**config.mk**
```make
export PLATFORM = sky130hd
export DESIGN_NAME = alu_seq
export DESIGN_NICKNAME = d
export VERILOG_FILES = /design/src/rtl/alu_seq_pkg.sv /design/src/rtl/alu_mul_iter.sv /design/src/rtl/alu_seq.sv
export SDC_FILE = /design/constraint.sdc
export NUM_CORES = 1
export LEC_CHECK = 0
export CORE_MARGIN = 1.5
export CORE_UTILIZATION = 23
export CTS_BUF_LIST = sky130_fd_sc_hd__clkbuf_16
export CTS_CLUSTER_SIZE = 12
export DETAILED_ROUTE_END_ITERATION = 7
export GPL_ROUTABILITY_DRIVEN = 0
export PLACE_DENSITY_LB_ADDON = 0.2
export REMOVE_ABC_BUFFERS = 1
export SLEW_MARGIN = 20
export SYNTH_ARGS = -nofsm -noshare
export SYNTH_HDL_FRONTEND = slang
export SYNTH_HIERARCHICAL = 1
export SYNTH_SLANG_ARGS = --single-unit
export TNS_END_PERCENT = 10
```
**constraint.sdc**
```tcl
create_clock -name clk -period 2.39 [get_ports clk]
set_input_delay 0.239 -clock clk [delete_from_list [all_inputs] [get_ports clk]]
set_output_delay 0.239 -clock clk [all_outputs]
set_load 0.03 [all_outputs]
```
**src/rtl/alu_seq_pkg.sv**
```systemverilog
`default_nettype none
// ============================================================================
// Module      : alu_seq_pkg
// Description : Shared opcode encodings and FSM state type for alu_seq.
//               The MUL state exists only when ALU_SEQ_MUL_EN is defined.
// Revision    : 1.0 - initial release
// ============================================================================
package alu_seq_pkg;

    localparam logic [2:0] OP_AND = 3'b000;
    localparam logic [2:0] OP_ADD = 3'b001;
    localparam logic [2:0] OP_SUB = 3'b010;
    localparam logic [2:0] OP_OR  = 3'b011;
    localparam logic [2:0] OP_XOR = 3'b100;
    localparam logic [2:0] OP_SLT = 3'b101;
    localparam logic [2:0] OP_MUL = 3'b110;
    localparam logic [2:0] OP_RSV = 3'b111;

`ifdef ALU_SEQ_MUL_EN
    typedef enum logic [1:0] {
        IDLE = 2'd0,
        MUL  = 2'd1,
        DONE = 2'd2
    } alu_state_t;
`else
    typedef enum logic [1:0] {
        IDLE = 2'd0,
        DONE = 2'd2
    } alu_state_t;
`endif

endpackage : alu_seq_pkg
`default_nettype wire

```
**src/rtl/alu_mul_iter.sv**
```systemverilog
`default_nettype none
// ============================================================================
// Module      : alu_mul_iter
// Description : Iterative shift-add unsigned multiplier, one multiplier bit
//               per cycle. start latches the operands; done pulses in the
//               cycle of the last step, with product already including it.
//               Compiled only when ALU_SEQ_MUL_EN is defined.
// Revision    : 1.0 - initial release
// ============================================================================
`ifdef ALU_SEQ_MUL_EN
module alu_mul_iter #(
    parameter int WIDTH = 32
) (
    input  logic               clk,
    input  logic               rst,
    input  logic               start,
    input  logic [WIDTH-1:0]   a,
    input  logic [WIDTH-1:0]   b,
    output logic               done,
    output logic [2*WIDTH-1:0] product
);

    localparam int                 c_CNT_W    = (WIDTH > 2) ? $clog2(WIDTH) : 1;
    localparam logic [c_CNT_W-1:0] c_CNT_LAST = c_CNT_W'(WIDTH - 1);

    logic [2*WIDTH-1:0] mcand_q, mcand_d;
    logic [WIDTH-1:0]   mplier_q, mplier_d;
    logic [2*WIDTH-1:0] acc_q, acc_d;
    logic [c_CNT_W-1:0] cnt_q, cnt_d;
    logic               busy_q, busy_d;
    logic [2*WIDTH-1:0] w_sum;

    // Accumulate the shifted multiplicand when the current multiplier LSB is set
    always_comb begin
        w_sum    = acc_q + (mplier_q[0] ? mcand_q : '0);
        mcand_d  = mcand_q;
        mplier_d = mplier_q;
        acc_d    = acc_q;
        cnt_d    = cnt_q;
        busy_d   = busy_q;
        if (start) begin
            mcand_d  = {{WIDTH{1'b0}}, a};
            mplier_d = b;
            acc_d    = '0;
            cnt_d    = '0;
            busy_d   = 1'b1;
        end else if (busy_q) begin
            mcand_d  = mcand_q << 1;
            mplier_d = mplier_q >> 1;
            acc_d    = w_sum;
            if (cnt_q == c_CNT_LAST) begin
                cnt_d  = '0;
                busy_d = 1'b0;
            end else begin
                cnt_d = cnt_q + 1'b1;
            end
        end
    end

    // Multiplier datapath registers
    always_ff @(posedge clk or posedge rst) begin
        if (rst) begin
            mcand_q  <= '0;
            mplier_q <= '0;
            acc_q    <= '0;
            cnt_q    <= '0;
            busy_q   <= 1'b0;
        end else begin
            mcand_q  <= mcand_d;
            mplier_q <= mplier_d;
            acc_q    <= acc_d;
            cnt_q    <= cnt_d;
            busy_q   <= busy_d;
        end
    end

    assign done    = busy_q && (cnt_q == c_CNT_LAST);
    assign product = w_sum;

endmodule : alu_mul_iter
`endif
`default_nettype wire

```
**src/rtl/alu_seq.sv**
```systemverilog
`default_nettype none
// ============================================================================
// Module      : alu_seq
// Description : Handshaked single-operation ALU with registered result and
//               flags. Optional iterative multiply enabled by the macro
//               ALU_SEQ_MUL_EN; without it opcode 110 acts as reserved.
// Revision    : 1.0 - initial release
// ============================================================================
module alu_seq
    import alu_seq_pkg::*;
#(
    parameter int WIDTH = 32
) (
    input  logic             clk,
    input  logic             rst,
    input  logic             in_valid,
    output logic             in_ready,
    input  logic [WIDTH-1:0] a,
    input  logic [WIDTH-1:0] b,
    input  logic [2:0]       opcode,
    output logic             out_valid,
    input  logic             out_ready,
    output logic [WIDTH-1:0] result,
    output logic             carry,
    output logic             zero,
    output logic             negative,
    output logic             overflow
);

    alu_state_t       state_q, state_d;
    logic [WIDTH-1:0] result_q, result_d;
    logic             carry_q, carry_d;
    logic             zero_q, zero_d;
    logic             negative_q, negative_d;
    logic             overflow_q, overflow_d;
    logic             out_valid_q, out_valid_d;

    logic [WIDTH:0]   w_sum;
    logic [WIDTH-1:0] w_diff;
    logic [WIDTH-1:0] w_alu_result;
    logic             w_alu_carry;
    logic             w_alu_ovf;
    logic             w_is_mul;

`ifdef ALU_SEQ_MUL_EN
    logic               w_mul_start;
    logic               w_mul_done;
    logic [2*WIDTH-1:0] w_mul_product;

    alu_mul_iter #(
        .WIDTH (WIDTH)
    ) u_mul (
        .clk     (clk),
        .rst     (rst),
        .start   (w_mul_start),
        .a       (a),
        .b       (b),
        .done    (w_mul_done),
        .product (w_mul_product)
    );
`endif

    // Single-cycle datapath: result and carry/overflow for every non-MUL opcode
    always_comb begin
        w_sum        = {1'b0, a} + {1'b0, b};
        w_diff       = a - b;
        w_alu_result = '0;
        w_alu_carry  = 1'b0;
        w_alu_ovf    = 1'b0;
        case (opcode)
            OP_AND: w_alu_result = a & b;
            OP_ADD: begin
                w_alu_result = w_sum[WIDTH-1:0];
                w_alu_carry  = w_sum[WIDTH];
                w_alu_ovf    = (a[WIDTH-1] == b[WIDTH-1]) && (w_sum[WIDTH-1] != a[WIDTH-1]);
            end
            OP_SUB: begin
                w_alu_result = w_diff;
                w_alu_carry  = (a < b);
                w_alu_ovf    = (a[WIDTH-1] != b[WIDTH-1]) && (w_diff[WIDTH-1] != a[WIDTH-1]);
            end
            OP_OR:  w_alu_result = a | b;
            OP_XOR: w_alu_result = a ^ b;
            OP_SLT: w_alu_result = {{(WIDTH-1){1'b0}}, ($signed(a) < $signed(b))};
            OP_MUL: w_alu_result = '0;
            OP_RSV: w_alu_result = '0;
            default: w_alu_result = '0;
        endcase
    end

    // Next-state, result and flag selection for the IDLE/MUL/DONE controller
    always_comb begin
        state_d     = state_q;
        result_d    = result_q;
        carry_d     = carry_q;
        zero_d      = zero_q;
        negative_d  = negative_q;
        overflow_d  = overflow_q;
        out_valid_d = out_valid_q;
`ifdef ALU_SEQ_MUL_EN
        w_mul_start = 1'b0;
        w_is_mul    = (opcode == OP_MUL);
`else
        w_is_mul    = 1'b0;
`endif
        case (state_q)
            IDLE: begin
                if (in_valid) begin
                    if (w_is_mul) begin
`ifdef ALU_SEQ_MUL_EN
                        w_mul_start = 1'b1;
                        state_d     = MUL;
`endif
                    end else begin
                        result_d    = w_alu_result;
                        carry_d     = w_alu_carry;
                        overflow_d  = w_alu_ovf;
                        zero_d      = (w_alu_result == '0);
                        negative_d  = w_alu_result[WIDTH-1];
                        out_valid_d = 1'b1;
                        state_d     = DONE;
                    end
                end
            end
`ifdef ALU_SEQ_MUL_EN
            MUL: begin
                if (w_mul_done) begin
                    result_d    = w_mul_product[WIDTH-1:0];
                    carry_d     = |w_mul_product[2*WIDTH-1:WIDTH];
                    overflow_d  = 1'b0;
                    zero_d      = (w_mul_product[WIDTH-1:0] == '0);
                    negative_d  = w_mul_product[WIDTH-1];
                    out_valid_d = 1'b1;
                    state_d     = DONE;
                end
            end
`endif
            DONE: begin
                if (out_ready) begin
                    out_valid_d = 1'b0;
                    state_d     = IDLE;
                end
            end
            default: begin
                out_valid_d = 1'b0;
                state_d     = IDLE;
            end
        endcase
    end

    // Controller state plus registered result and flags
    always_ff @(posedge clk or posedge rst) begin
        if (rst) begin
            state_q     <= IDLE;
            result_q    <= '0;
            carry_q     <= 1'b0;
            zero_q      <= 1'b0;
            negative_q  <= 1'b0;
            overflow_q  <= 1'b0;
            out_valid_q <= 1'b0;
        end else begin
            state_q     <= state_d;
            result_q    <= result_d;
            carry_q     <= carry_d;
            zero_q      <= zero_d;
            negative_q  <= negative_d;
            overflow_q  <= overflow_d;
            out_valid_q <= out_valid_d;
        end
    end

    assign in_ready  = (state_q == IDLE);
    assign out_valid = out_valid_q;
    assign result    = result_q;
    assign carry     = carry_q;
    assign zero      = zero_q;
    assign negative  = negative_q;
    assign overflow  = overflow_q;

endmodule : alu_seq
`default_nettype wire

```
* After elaboration in Yosys (flattened, before gate mapping) *
Index checks and enable logic that the tools add are counted.

operators by class
  $add $sub $neg = 2
  order comparisons = 2
  equal/unequal tests = 14
  mux-type cells = 9
  bitwise logic cells = 3
  reductions and logical operators = 8

operators with widths
  kind                number
  $pmux 32 s7         1
  $lt 32x32->1        2
  $add 32x32->33      1
  $and 32x32->32      1
  $logic_not 32->1    1
  $or 32x32->32       1
  $sub 32x32->32      1
  $xor 32x32->32      1
  $eq 3x3->1 const B  4
  $eq 3x2->1 const B  2
  $pmux 1 s2          3
  $mux 2              2
  $ne 2x2->1 const B  2
  $pmux 2 s2          1
  $reduce_and 2->1    2
  $eq 3x1->1 const B  1
  $logic_not 3->1     1
  $ne 1x1->1          3
  $eq 2x2->1 const B  1
  $logic_and 1x1->1   2
  $logic_not 2->1     1
  $mux 1              2
  $reduce_or 2->1     1
  $eq 1x1->1          1

storage, ports and cells
  register bits = 39
  output and inout bits = 38
  logic and storage cells = 45

* Depth between registers and ports, before layout *
Gate-level depths: netlist of run 1.

  depth after elaboration = 4
  mapped depth = 15
  mapped depth without buffers = 14

* Worst setup path after synthesis of run 1 *
No wires, ideal clock.

  path kind = input -> register
  start point = input port a[0]
  end point = register zero_q (netlist: zero)
  library setup time = 104 ps
  arrival time = 3,465 ps
  required time = 2,286 ps
  slack = -1,178 ps
  cell stages on the path = 14
  path buffers = 0
  path through = inv_1 ha_1 fa_1 o21ba_1 or4_4 a2111oi_4 o2111ai_2 nand2_2 nor2_2 a221o_1 a222oi_1 and4b_1 nand4_1 o41ai_2

on the way
  word-level cells in the longest chain between the ends = 3
  elaborated cells between the ends (all ways) = 8

RTL lines
  item                                    RTL line        text
  start, declared                         alu_seq.sv:18   input logic [WIDTH-1:0] a,
  $sub 32x32->32 (tied with other cells)  alu_seq.sv:66   w_diff = a - b;
  $pmux 32 s7 *                           alu_seq.sv:70   case (opcode)
  $logic_not 32->1 *                      alu_seq.sv:118  zero_d = (w_alu_result == '0);
  end signal, assigned                    alu_seq.sv:165  zero_q <= zero_d;
  end, declared                           alu_seq.sv:33   logic zero_q, zero_d;

Every way passes the cells marked *; elsewhere a longest branch is shown, timed or not.
A chain may end at the register's enable or synchronous reset.

* Worst setup path after layout of run 1 *
Ends and elaborated chain as after synthesis.

==> results of run 1 <==
[layout make-up]
cell class,count,area share
Sequential cell,36,0.0701
Clock buffer,5,0.00973
Clock inverter,3,0.00146
Multi-Input combinational cell,813,0.502
Inverter,106,0.0311
Tap cell,396,0.0385
Timing Repair Buffer,548,0.348
[worst max-delay path: cells and delay by family]
kind	cells	cell delay [ns]
buffers and inverters	3	0.30
AOI/OAI and AO/OA	6	1.69
adders and majority gates	2	0.50
and+or+nand+nor	5	1.01
[sequential cells by signal (all words and copies together) (netlist names)]
signal	count
zero	1
result	32
overflow	1
carry	1
out_valid	1
[metrics by stage]
| step | instances | util | hold WS (ns) | worst slack, ns | power [mW] |
|---|---|---|---|---|---|
| after global routing | 1907 | 0.419 | 0.463 | -1.26 | 5.52 |
| after detailed placement | 1877 | 0.380 | 0.472 | -2.02 | 4.17 |
| after global placement | 1877 | 0.380 | 0.463 | -1.99 | 4.15 |
| final | 1907 | 0.419 | 0.407 | -1.17 | 5.21 |
| after CTS | 1897 | 0.403 | 0.422 | -1.11 | 5.02 |
| after floorplan | 955 | - | 0.335 | -1.18 | 2.36 |
[placed cells by master (no fill, tap or decap), types with 19 or more instances in the layout]
| cell | netlist | layout |
|---|---|---|
| clkdlybuf4s50_1 | 0 | 89 |
| dfrtp_1 | 36 | 36 |
| o21ai_0 | 85 | 68 |
| inv_1 | 104 | 84 |
| buf_4 | 1 | 428 |
| nand2_1 | 77 | 74 |
| nor2_1 | 99 | 92 |
| inv_2 | 0 | 19 |
| a21oi_2 | 0 | 19 |
| nor3_1 | 26 | 23 |
| a21oi_1 | 87 | 65 |
| xnor2_1 | 20 | 19 |
| ha_1 | 98 | 79 |
[what timing repair did]
item | 4_1_cts | 5_1_grt
gates resized for setup | 122 | 117
pin swaps | 53 | 51
endpoints found under the hold margin | 0 | 0
buffers inserted | 12 | 11
setup endpoints to repair | 32 | 32
[power by group through the flow]
stage                     combinational (mW)  sequential, mW  clock, mW
final                                   3.66           0.849      0.694
after global routing                    3.91           0.870      0.731
after CTS                               3.47           0.850      0.705
after detailed placement                3.31           0.862          0
after global placement                  3.29           0.858          0
after floorplan                         1.20            1.16          0
[path summary, 6_finish.rpt]
| path | start | depth (start not counted) | end |
|---|---|---|---|
| worst max-delay path | a[0] | 16 | zero |
| min in group clk | result[30] | 2 | result[30] |
| worst max register to register | out_valid | 11 | zero |
| worst min-delay path | rst | 3 | carry |
| worst min register to register | result[30] | 2 | result[30] |
| max in group asynchronous | rst | 3 | result[25] |
[layer usage]
layer	part of all wire	global-route usage	vias up
met5	0	0	-
met3	0.066	0.0355	66
met2	0.44	0.338	380
li1	-	-	4726
met1	0.46	0.286	4665
met4	0.033	0.0620	0
[kinds of logic (layout without fill, tap and decap cells)]
family          after synthesis  count (layout)  share of synthesized area
compound gates              371             371                      0.348
xor+xnor                     20              20                     0.0244
fa+ha+maj                   100             100                      0.176
buf+inv                     176             662                     0.0939
flops                        36              36                      0.125
mux                          18              18                     0.0289
simple gates                304             304                      0.203
==> run metrics, run 1 <==
status finished with violations; failing checks setup timing; Multi-input gate area 6450 sq um; Ports 109; hold crit path type primary input to asynchronous set/reset pin; CP Capture Type flip-flop; setup ws final -1.17 ns; pin count of the biggest net entering global routing 59; crit share post-route 1.49; Sequential Power Share 0.163; cts hold-fix bufs 0; die height 180 um; Die Wd 180 um; slew of the pin with the lowest slew margin 0.748 ns; post-synth top area share 0.171; Clk pwr share 0.133; max_slew headroom 0.497; drt via density 5.16; Site Rows 64; clock root buffer clkbuf_16; DR vias 9837; gr usage total 0.210; count of different cell masters after synthesis 88; count leader, synth inv_1; top post-synthesis cells by count inv_1, nor2_1, ha_1; DP HPWL 28700 um; Max Fclk 0.281 GHz; CTS tree yes; Critical Path RT 2.58 ns; Post-synth EDFFs 0; die area 32300 sq um; Sw Share 0.441; Nets 1681; initial core utilization 0.234; area added between synthesis and finish 79.1%; DR WL/cell 18.5 um; unrepaired setup endpoints after global routing true; drt total wl 35200 um; GRT overflow 0; Seq/Total Area, Yosys 0.125; internal power 2.91 mW; top cell type by total area after synthesis ha_1; share of layout cells above drive strength 1 0.414; final antenna-violating net count 0; final instance area 12900 sq um; final setup TNS -16.22 ns; CP Class primary input to flip-flop; Worst EP arrival 3.75 ns; Fillers 3221; syn_area_per_cell 7.01 sq um; P per Cell Area 405 nW/um^2; Post-Route Skew 0.0122 ns; Final Setup Violations 29; Comb power frac 0.704; Sw Pwr 2.30 mW; Final Hold Viols 0; first-pass GRT wire length 54400 um; drt drc 0; CTS HTree Levels 2; vias in the first global route 9737; CP max stage delay 0.46 ns; Yosys warning count 6; initial antenna violation count 0; synthesized area 7180 sq um; CP startpoint kind primary input; CP max stage cell or4_4; CTS Sinks 36; Max FO, Critical Path 3; Register Area 901 sq um; Max Cap Viol 0; clock-pin slew on the worst setup and hold paths 0.07 ns; final worst path period need 3.56 ns; Synth area leaders ha_1, dfrtp_1, a21oi_1, o21ai_0, inv_1; DRT Pass-1 Iters 5; IO buf count 108; Max clock buf depth 2; core area 30700 sq um; Leak Pwr 5.94 nW; flop2flop setup slack -0.20 ns; DRT iter0 DRCs 850; total CTS buffers 5; FF+latch count, synth 36; CP Cell Sequence buf_8, inv_4, ha_4, fa_2, o21ba_4, or4_4, a2111oi_4, buf_4, o2111ai_4, nand2_2, nor2_2, a221o_1, a222oi_1, and4b_1, nand4_1, o41ai_2; Async S/R FF share, synth 1.00; clk_lat worst skew 0.29 ns; fin. max-slew vios 0; placed cell areas 11600 sq um; Post-synth top flop dfrtp_1; post-synthesis cell count 1025; ANT cells 0; maximum vdd drop 0.000283 V
No activity file was read; power rests on OpenSTA's default activity.
==> inputs of run 2 (changes only) <==
--- a/config.mk
+++ b/config.mk
@@ -5,6 +5,7 @@
 export SDC_FILE = /design/constraint.sdc
 export NUM_CORES = 1
 export LEC_CHECK = 0
+export ABC_CLOCK_PERIOD_IN_PS = 2390
 export CORE_MARGIN = 1.5
 export CORE_UTILIZATION = 23
 export CTS_BUF_LIST = sky130_fd_sc_hd__clkbuf_16
==> results of run 2 <==
No change in the layout: final DEF, timing and power equal those of run 1.
==> inputs of run 3 (changes only) <==
--- a/config.mk
+++ b/config.mk
@@ -19,4 +19,4 @@
 export SYNTH_HDL_FRONTEND = slang
 export SYNTH_HIERARCHICAL = 1
 export SYNTH_SLANG_ARGS = --single-unit
-export TNS_END_PERCENT = 10
+export TNS_END_PERCENT = 20
==> run 3 against run 2 <==
Net effect:
- the run still ends with setup timing left
- via count grew 0.30%
- die area did not move
- first-iteration DRC count shrank 4.9%
- clock skew down 0.00050 ns
- largest cell class unchanged
- critical path type unchanged
- clock power grew 0.7%
- register-to-register slack improved by 0.08 ns
- sequential share of layout area decreased by 0.18 points
- design area grew 2.6%
- global-route usage is 0.37 points higher
- non-clock buffer count rose by 18
- combinational power is 3% higher
- cell count grew 0.94%
==> run metrics, run 3 (synthesis results as in run 1) <==
status finished with violations; failing checks setup timing; DRT Pass-1 Iters 5; most common cell after layout, fill and taps aside buf_4; IO buf count 108; Max Fclk 0.282 GHz; CP Class primary input to flip-flop; Max FO, Critical Path 3; Final Hold Viols 0; Overall Power 5.31 mW; CP max stage delay 0.46 ns; max reg flops 32; max_slew headroom 0.518; Comb power frac 0.709; cts hold-fix bufs 0; DR vias 9867; GRT overflow 0; worst path bufs/invs 2; crit share post-route 1.48; ANT cells 0; most frequent cells in the layout buf_4, nor2_1, clkdlybuf4s50_1, inv_1, nand2_1; drt via density 5.13; Final Setup Violations 28; final core occ 0.430; fin. max-slew vios 0; core area 30700 sq um; Clk pwr share 0.131; Sw Pwr 2.35 mW; drt drc 0; Fillers 3181; vias in the first global route 9984; Max Cap Viol 0; initial core utilization 0.234; Sequential Power Share 0.160; Nets 1699; setup ws final -1.15 ns; CP Capture Type flip-flop; clock root buffer clkbuf_16; DRT iter0 DRCs 808; Max clock buf depth 2; first-pass GRT wire length 55400 um; slew of the pin with the lowest slew margin 0.717 ns; DR WL/cell 18.5 um; CP top delay family compound AO/OA/AOI/OAI gates; Post-Route Skew 0.0117 ns; placed cell areas 11600 sq um; Leak Pwr 6.02 nW; CP max stage cell or4_4; CP Cell Sequence buf_8, inv_4, ha_4, fa_2, o21ba_4, or4_4, a2111oi_4, o2111ai_4, nand2_2, nor2_2, a221o_1, a222oi_1, and4b_1, nand4_1, o41ai_2; CP startpoint kind primary input; Ports 109; share of layout cells above drive strength 1 0.441; clock-pin slew on the worst setup and hold paths 0.07 ns; initial antenna violation count 0; internal power 2.97 mW; area added between synthesis and finish 83.7%; P per Cell Area 403 nW/um^2; clk_lat worst skew 0.30 ns; CTS Sinks 36; unrepaired setup endpoints after global routing true; drt total wl 35600 um; Site Rows 64; die area 32300 sq um; Sw Share 0.442; dpl cells 1877; final antenna-violating net count 0; final worst path period need 3.54 ns; maximum vdd drop 0.000284 V; CTS HTree Levels 2; gr usage total 0.214; CTS tree yes; Die Wd 180 um; Worst EP arrival 3.73 ns; pin count of the biggest net entering global routing 59; Final Instance Count excl. Fillers 1925; final instance area 13200 sq um; total CTS buffers 5; hold crit path type primary input to asynchronous set/reset pin; DP HPWL 28700 um; Critical Path RT 2.58 ns; die height 180 um
run 3: metal layers:
metal,track usage,routed length [um],up-vias
met3,0.0340,2380,69
met4,0.0630,1210,0
met2,0.350,15900,396
met5,0,0,-
li1,-,-,4752
met1,0.287,16100,4650
run 3: through the flow:
| stage | hold WS [ns] | TNS, ns | setup slack [ns] |
|---|---|---|---|
| after floorplan | 0.335 | -12.32 | -1.18 |
| after global placement | 0.463 | -43.20 | -1.99 |
| after detailed placement | 0.472 | -44.35 | -2.02 |
| after CTS | 0.422 | -15.52 | -1.11 |
| after global routing | 0.463 | -19.35 | -1.26 |
| final | 0.406 | -15.35 | -1.15 |
run 3: final timing paths:
path / endpoint / cells after the start / slack (ns) / startpoint
hold reg to reg: result[7] / 2 / 0.48 / result[7]
hold / removal: result[31] / 3 / 0.41 / rst
setup reg to reg: zero / 11 / -0.12 / out_valid
max in group asynchronous: result[25] / 3 / 1.61 / rst
min in group clk: result[7] / 2 / 0.48 / result[7]
setup / recovery: zero / 15 / -1.15 / a[0]
run 3: area by class of cell:
type | count | area [sq um] | share of cell area
Multi-Input combinational cell | 813 | 6680 | 0.507
Clock buffer | 5 | 125 | 0.00949
Inverter | 106 | 404 | 0.0306
Sequential cell | 36 | 901 | 0.0683
Tap cell | 396 | 495 | 0.0376
Clock inverter | 3 | 18.8 | 0.00142
Timing Repair Buffer | 566 | 4560 | 0.346
run 3: power groups by stage:
| stage | logic [mW] | registers, mW | clock network (mW) |
|---|---|---|---|
| 6_report | 3.77 | 0.849 | 0.699 |
| 5_1_grt | 4.03 | 0.870 | 0.730 |
| 4_1_cts | 3.63 | 0.850 | 0.705 |
| 3_5_place_dp | 3.31 | 0.862 | 0 |
| 3_3_place_gp | 3.29 | 0.858 | 0 |
| 2_1_floorplan | 1.20 | 1.16 | 0 |
run 3: worst min-delay path, cell delays in order:
cell             delay, ns
clkdlybuf4s50_1       0.40
inv_1                 0.06
buf_4                 0.46
run 3: repair_timing:
| action | in CTS | in global routing |
|---|---|---|
| hold endpoints to repair | 0 | 0 |
| buffers inserted | 33 | 12 |
| pin swaps | 78 | 42 |
| gates resized for setup | 236 | 60 |
| setup endpoints to repair | 32 | 31 |
| cloned | 0 | 0 |
